[src/rtl/truth_table_scanner.sv]
// truth_table_scanner: sweeps minterms 0..15 on vec, samples s_in after
// SETTLE cycles per minterm, and builds a 16-bit truth table.
// Ports: clk, rst_n (async low), start, s_in -> vec, busy, done,
//   table_out, match, mismatch_cnt. Optional COMPARE_EN adds the
//   EXPECTED comparison; without it match/mismatch_cnt are tied to 0.
module truth_table_scanner #(
  parameter int unsigned SETTLE   = 2,
  parameter logic [15:0] EXPECTED = 16'h1894
) (
  input  logic        clk,
  input  logic        rst_n,
  input  logic        start,
  input  logic        s_in,
  output logic [3:0]  vec,
  output logic        busy,
  output logic        done,
  output logic [15:0] table_out,
  output logic        match,
  output logic [4:0]  mismatch_cnt
);

  localparam logic [3:0] SET = 4'(SETTLE);

  typedef enum logic [1:0] {
    IDLE,
    RUN,
    DONE
  } state_e;

  state_e      state_q, state_d;
  logic [3:0]  m_q, m_d;
  logic [3:0]  cnt_q, cnt_d;
  logic [15:0] table_q, table_d;
  logic        accept;
  logic        sample;

  assign accept = (state_q == IDLE) && start;
  assign sample = (state_q == RUN) && (cnt_q == SET);

  always_comb begin
    state_d = state_q;
    m_d     = m_q;
    cnt_d   = cnt_q;
    table_d = table_q;
    unique case (state_q)
      IDLE: begin
        if (start) begin
          state_d = RUN;
          m_d     = 4'd0;
          cnt_d   = 4'd0;
          table_d = 16'h0000;
        end
      end
      RUN: begin
        if (cnt_q == SET) begin
          table_d[m_q] = s_in;
          if (m_q == 4'd15) begin
            state_d = DONE;
          end else begin
            m_d   = m_q + 4'd1;
            cnt_d = 4'd0;
          end
        end else begin
          cnt_d = cnt_q + 4'd1;
        end
      end
      DONE: state_d = IDLE;
      default: state_d = IDLE;
    endcase
  end

  always_ff @(posedge clk or negedge rst_n) begin
    if (!rst_n) begin
      state_q <= IDLE;
      m_q     <= 4'd0;
      cnt_q   <= 4'd0;
      table_q <= 16'h0000;
    end else begin
      state_q <= state_d;
      m_q     <= m_d;
      cnt_q   <= cnt_d;
      table_q <= table_d;
    end
  end

  assign vec       = (state_q == RUN) ? m_q : 4'd0;
  assign busy      = (state_q == RUN);
  assign done      = (state_q == DONE);
  assign table_out = table_q;

`ifdef COMPARE_EN
  logic       match_q, match_d;
  logic [4:0] mcnt_q, mcnt_d;

  // match is resolved on the final sample so it is already valid
  // in the DONE cycle.
  always_comb begin
    match_d = match_q;
    mcnt_d  = mcnt_q;
    if (accept) begin
      match_d = 1'b0;
      mcnt_d  = 5'd0;
    end else if (sample) begin
      if (s_in != EXPECTED[m_q]) begin
        mcnt_d = mcnt_q + 5'd1;
      end
      if (m_q == 4'd15) begin
        match_d = (mcnt_d == 5'd0);
      end
    end
  end

  always_ff @(posedge clk or negedge rst_n) begin
    if (!rst_n) begin
      match_q <= 1'b0;
      mcnt_q  <= 5'd0;
    end else begin
      match_q <= match_d;
      mcnt_q  <= mcnt_d;
    end
  end

  assign match        = match_q;
  assign mismatch_cnt = mcnt_q;
`else
  logic unused_cmp;
  assign unused_cmp   = ^{EXPECTED, accept, sample};
  assign match        = 1'b0;
  assign mismatch_cnt = 5'd0;
`endif

endmodule

[config.mk]
export PLATFORM = sky130hd
export DESIGN_NAME = truth_table_scanner
export DESIGN_NICKNAME = d
export VERILOG_FILES = /design/src/rtl/truth_table_scanner.sv
export SDC_FILE = /design/constraint.sdc
export NUM_CORES = 1
export LEC_CHECK = 0
export ABC_AREA = 1
export BUFFER_PORTS_ARGS = -buffer_cell sky130_fd_sc_hd__buf_2
export CORE_MARGIN = 4
export CORE_UTILIZATION = 55
export DETAILED_ROUTE_END_ITERATION = 12
export HOLD_SLACK_MARGIN = 0.08
export PLACE_DENSITY = 0.79
export SYNTH_ARGS = -nofsm -noshare
export SYNTH_HDL_FRONTEND = slang
export SYNTH_SLANG_ARGS = --single-unit
[constraint.sdc]
create_clock -name clk -period 1.6 [get_ports clk]
set_input_delay 0.32 -clock clk [delete_from_list [all_inputs] [get_ports clk]]
set_output_delay 0.32 -clock clk [all_outputs]
set_load 0.05 [all_outputs]
* Yosys cells after proc, flatten, opt, wreduce, memory -nomap -nowiden *
Cells that the tools add are included.

word-level totals
  bits in registers = 26
  latch bits = 0
  memory bits (writable) = 0
  ROM bits = 0
  input port bits = 4
  output and inout bits = 28
  word-level logic and storage cells = 42
  memories = 0

operators by class
  add/subtract/negate cells = 2
  multipliers = 0
  div/mod/pow operators = 0
  magnitude comparators = 2
  equality and inequality tests = 9
  shifts and indexed selects = 0
  mux-type cells = 18
  bitwise logic cells = 0
  reductions and logical operators = 7

operators with widths
  operator               number
  $mux W16               2
  $pmux W16 S2           1
  $mux W4                6
  $bwmux W16             1
  $pmux W4 S2            2
  $reduce_and A3 Y1      3
  $add A4 B1 Y4 const B  2
  $mux W2                3
  $lt A4 B5 Y1 const B   1
  $demux W1 S4           1
  $eq A4 B2 Y1 const B   1
  $eq A4 B4 Y1 const B   1
  $ge A4 B1 Y1 const B   1
  $ne A2 B1 Y1 const B   2
  $ne A2 B2 Y1 const B   2
  $pmux W2 S2            1
  $reduce_and A4 Y1      1
  $ne A3 B3 Y1 const B   1
  $eq A2 B1 Y1 const B   1
  $eq A2 B2 Y1 const B   1
  $logic_not A2 Y1       1
  $reduce_bool A2 Y1     1
  $logic_and A1 B1 Y1    1
  $mux W1                1

* Longest topological paths before layout *
  depth in word-level cells = 7
  mapped depth = 9
  mapped depth without buffers = 8

* Worst setup path after synthesis *
OpenSTA, ideal clock, no wires.

  path kind = reg2out
  from = reg state_q[0]
  to = out vec[0]
  arrival = 1,241 ps
  required time = 1,280 ps
  path slack = 39 ps
  cell stages (with the launch flop) = 3
  buffers on the path = 0
  cell sequence = dfrtp_1 nand2_4 nor2_1

between the ends
  cells in the longest elaborated chain, start to end = 2

ends and longest elaborated chain
  what                    RTL line  text
  from (decl)             30        state_e state_q, state_d;
  from (signal assigned)  79        state_q <= state_d;
  $eq A2 B1 Y1            86        assign vec = (state_q == RUN) ? m_q : 4'd0;
  $mux W4                 86
  to (decl)               14        output logic [3:0] vec,

Every way passes these cells.

* Worst setup path in the final report *
  from = reg state_q[1]
  to = out vec[1]

Same word-level chain as after synthesis.

==> impl_metrics.py <==
metrics = {
    "final_layout": {
        "regArea_um2": 655.6,
        "fill_cells": 225,
        "area_delta_synth_final_pct": 21.07,
        "drive_gt1_share_pct": 24.62,
        "design_area_um2": 2063,
        "diodes": 0,
        "utilization_pct": 72.32,
        "multi_input_area_um2": 867.1,
        "stdcell_count": 295,
        "fin_nets": 275,
    },
    "critical_path": {
        "criticalPathCategory": "reg2out",
        "critPathCaptureType": "output pin",
        "required_ns": 1.28,
        "crit_path_start_kind": "flip-flop",
        "cp_max_fo": 8,
        "cp.arrival_ns": 1.34,
    },
    "detailed_routing": {
        "vias": 1566,
        "wire_per_inst_um": 13.72,
        "drc": 0,
        "firstDrtPassIters": 5,
        "postRouteAntennaNets": 0,
        "first_iter_violations": 63,
        "wl_um": 4046,
        "vias_per_cell": 5.308,
    },
    "logic_synthesis": {
        "synth-edff-count": 0,
        "ys_seq_area_share_pct": 38.18,
        "ys_types": 26,
        "yosysTopAreaCell": "dfrtp_1",
        "avgSynthCellArea_um2": 7.474,
        "netlist_area_um2": 1704,
        "yosysWarnings": 0,
        "async_flop_share_pct": 100.0,
        "syn_inst": 228,
        "yosysMostFrequentCell": "nand2_1",
        "synth.area.top_cells": "dfrtp_1, nand2_1, nand3_1, nand4_1, inv_1",
        "ys_ff_latch": 26,
        "synth_ff_type": "dfrtp_1",
        "synth_top_area_share_pct": 38.18,
        "synth_common_cells": "nand2_1, dfrtp_1, nand3_1",
    },
    "global_routing": {
        "antenna_found_initial": 0,
        "grt_max_degree": 34,
        "grt_usage_pct": 19.41,
        "grt_pass1_wl_um": 6272,
        "grt_overflow": 0,
        "grt_pass1_vias": 1361,
    },
    "sta": {
        "rsz0062_at_grt": "yes",
        "clock_skew_ns": 0.004785,
        "timing.slew.headroom_pct": 61.18,
        "slew_violations": 0,
        "hold_viol": 0,
        "setup_ws_ns": -0.05547,
        "fin_crit_ns": 1.655,
        "period_share_pct": 103.5,
        "setup_viol": 4,
        "clock.fmax_mhz": 604.1,
        "max_slew.worst_pin.slew_ns": 0.5823,
        "holdWs_ns": 0.3236,
    },
    "pwr": {
        "leakagePower_nw": 1.222,
        "p_seq_share_pct": 44.4,
        "netSwitchingPower_w": 0.0005265,
        "vdd_drop_max_v": 0.0004557,
        "power_density_nw_per_um2": 768.2,
        "intPower_w": 0.001058,
        "pwr-share-comb_pct": 25.9,
        "p_sw_share_pct": 33.22,
        "clkPwrFrac_pct": 29.7,
    },
    "placement": {
        "post-place-cells": 278,
        "gp_congestion": 0.9144,
        "placed_area_um2": 1799,
        "port_buffers": 25,
        "dp_hpwl_um": 2404,
    },
    "flow_run": {
        "max-cap-violations": 0,
    },
    "clock_network": {
        "cts.sinks": 26,
        "htreeDepth": 1,
        "cts-root-buf": "clkbuf_4",
        "cts_buffers": 3,
        "clock_path_buffers": 2,
        "clkLatencyLatePin_ns": 0.34,
        "clk_pin_slew_ns": 0.15,
        "cts_tree": "done",
    },
    "die": {
        "ios": 32,
        "core_area_um2": 2853,
        "die_area_um2": 4053,
        "die_h_um": 63.67,
        "rows": 19,
        "fp.dieW_um": 63.67,
        "initial_core_util_pct": 59.74,
    },
    "worst_hold_path": {
        "hold_path_class": "in2reg",
    },
    "outcome": {
        "failed_checks": "setup timing",
        "outcome": "complete, but fails checks",
    },
}
## per-stage QoR
stage	TNS, ns	worst slack, ns	power, W
finish	-0.1956	-0.05547	0.001585
global route	-0.3536	-0.08662	0.001657
CTS	-0.003344	-0.003344	0.001549
detailed placement	0	0.1110	0.001065
global placement	0	0.2088	0.001061
floorplan	0	0.03939	0.001007
## power groups by stage
stage / Sequential, W / Combinational, W / Clock [W]
after global placement: 0.000714 / 0.000347 / 0
final: 0.000704 / 0.000410 / 0.000471
after floorplan: 0.000772 / 0.000235 / 0
after global routing: 0.000708 / 0.000443 / 0.000506
after CTS: 0.000703 / 0.000372 / 0.000474
after detailed placement: 0.000715 / 0.000351 / 0
## flip-flops by register name, summed over array words and instances, names as in the netlist
signal	cells
cnt_q	4
m_q	4
state_q	2
table_out	16
## cells in the final DEF, fill, tap and decap left out, types with 2 or more instances in the layout
cell type	synthesis	routed
buf_12	0	2
buf_2	3	19
buf_4	9	16
buf_8	1	3
clkbuf_4	0	4
conb_1	1	6
dfrtp_1	26	22
dfrtp_2	0	4
ha_1	6	5
inv_1	25	25
nand2_1	69	69
nand3_1	26	25
nand3_2	1	2
nand4_1	20	20
nor2_1	19	15
nor2_4	0	4
nor3_1	2	2
o21ai_0	3	3
o21bai_1	3	3
## logic make-up (layout without fill, tap and decap cells)
group / after synthesis / after routing / share of synthesized area [%]
DFF: 26 / 26 / 38.18
and+or+nand+nor: 141 / 141 / 38.40
buffers and inverters: 44 / 75 / 14.76
xor gates and xnor gates: 2 / 2 / 1.028
adders and majority gates: 6 / 6 / 4.405
AOI/OAI and AO/OA: 8 / 8 / 3.010
other: 1 / 6 / 0.2201
## area by class of cell
type,count,area share [%]
Clock buffer,3,1.092
Tap cell,31,1.880
Timing Repair inverter,1,0.3032
Inverter,27,5.518
Sequential cell,26,31.78
Multi-Input combinational cell,163,42.03
Timing Repair Buffer,43,15.95
Clock inverter,1,1.455
## critical path: stages (launching register included)
cell and delay, ns:
dfrtp_1 0.44, inv_2 0.13, nand2_8 0.13, nor2_4 0.14, buf_8 0.15
## routing by layer
metal	wire length, um	global-route usage [%]	vias up
met5	0	0	-
met4	52	6.199	0
met3	280	3.020	6
met2	1976	33.25	65
met1	1737	24.89	704
li1	-	-	791
## what timing repair did
action	CTS	global route
pin swaps	0	1
setup endpoints to repair	5	12
resized for setup	18	15
cloned	1	0
endpoints found under the hold margin	26	0
hold buffers	1	0
setup buffers	1	10
## final timing paths
kind / startpoint / to / slack (ns) / depth (start not counted)
min in group asynchronous: rst_n / table_out[1] / 0.48 / 2
min: start / state_q[0] / 0.32 / 3
min reg2reg: table_out[0] / table_out[0] / 0.48 / 2
max reg2reg: m_q[0] / cnt_q[0] / 0.10 / 7
max: state_q[1] / vec[1] / -0.06 / 4
max in group asynchronous: rst_n / m_q[0] / 0.70 / 2
Power figures use the tool's default switching activity.
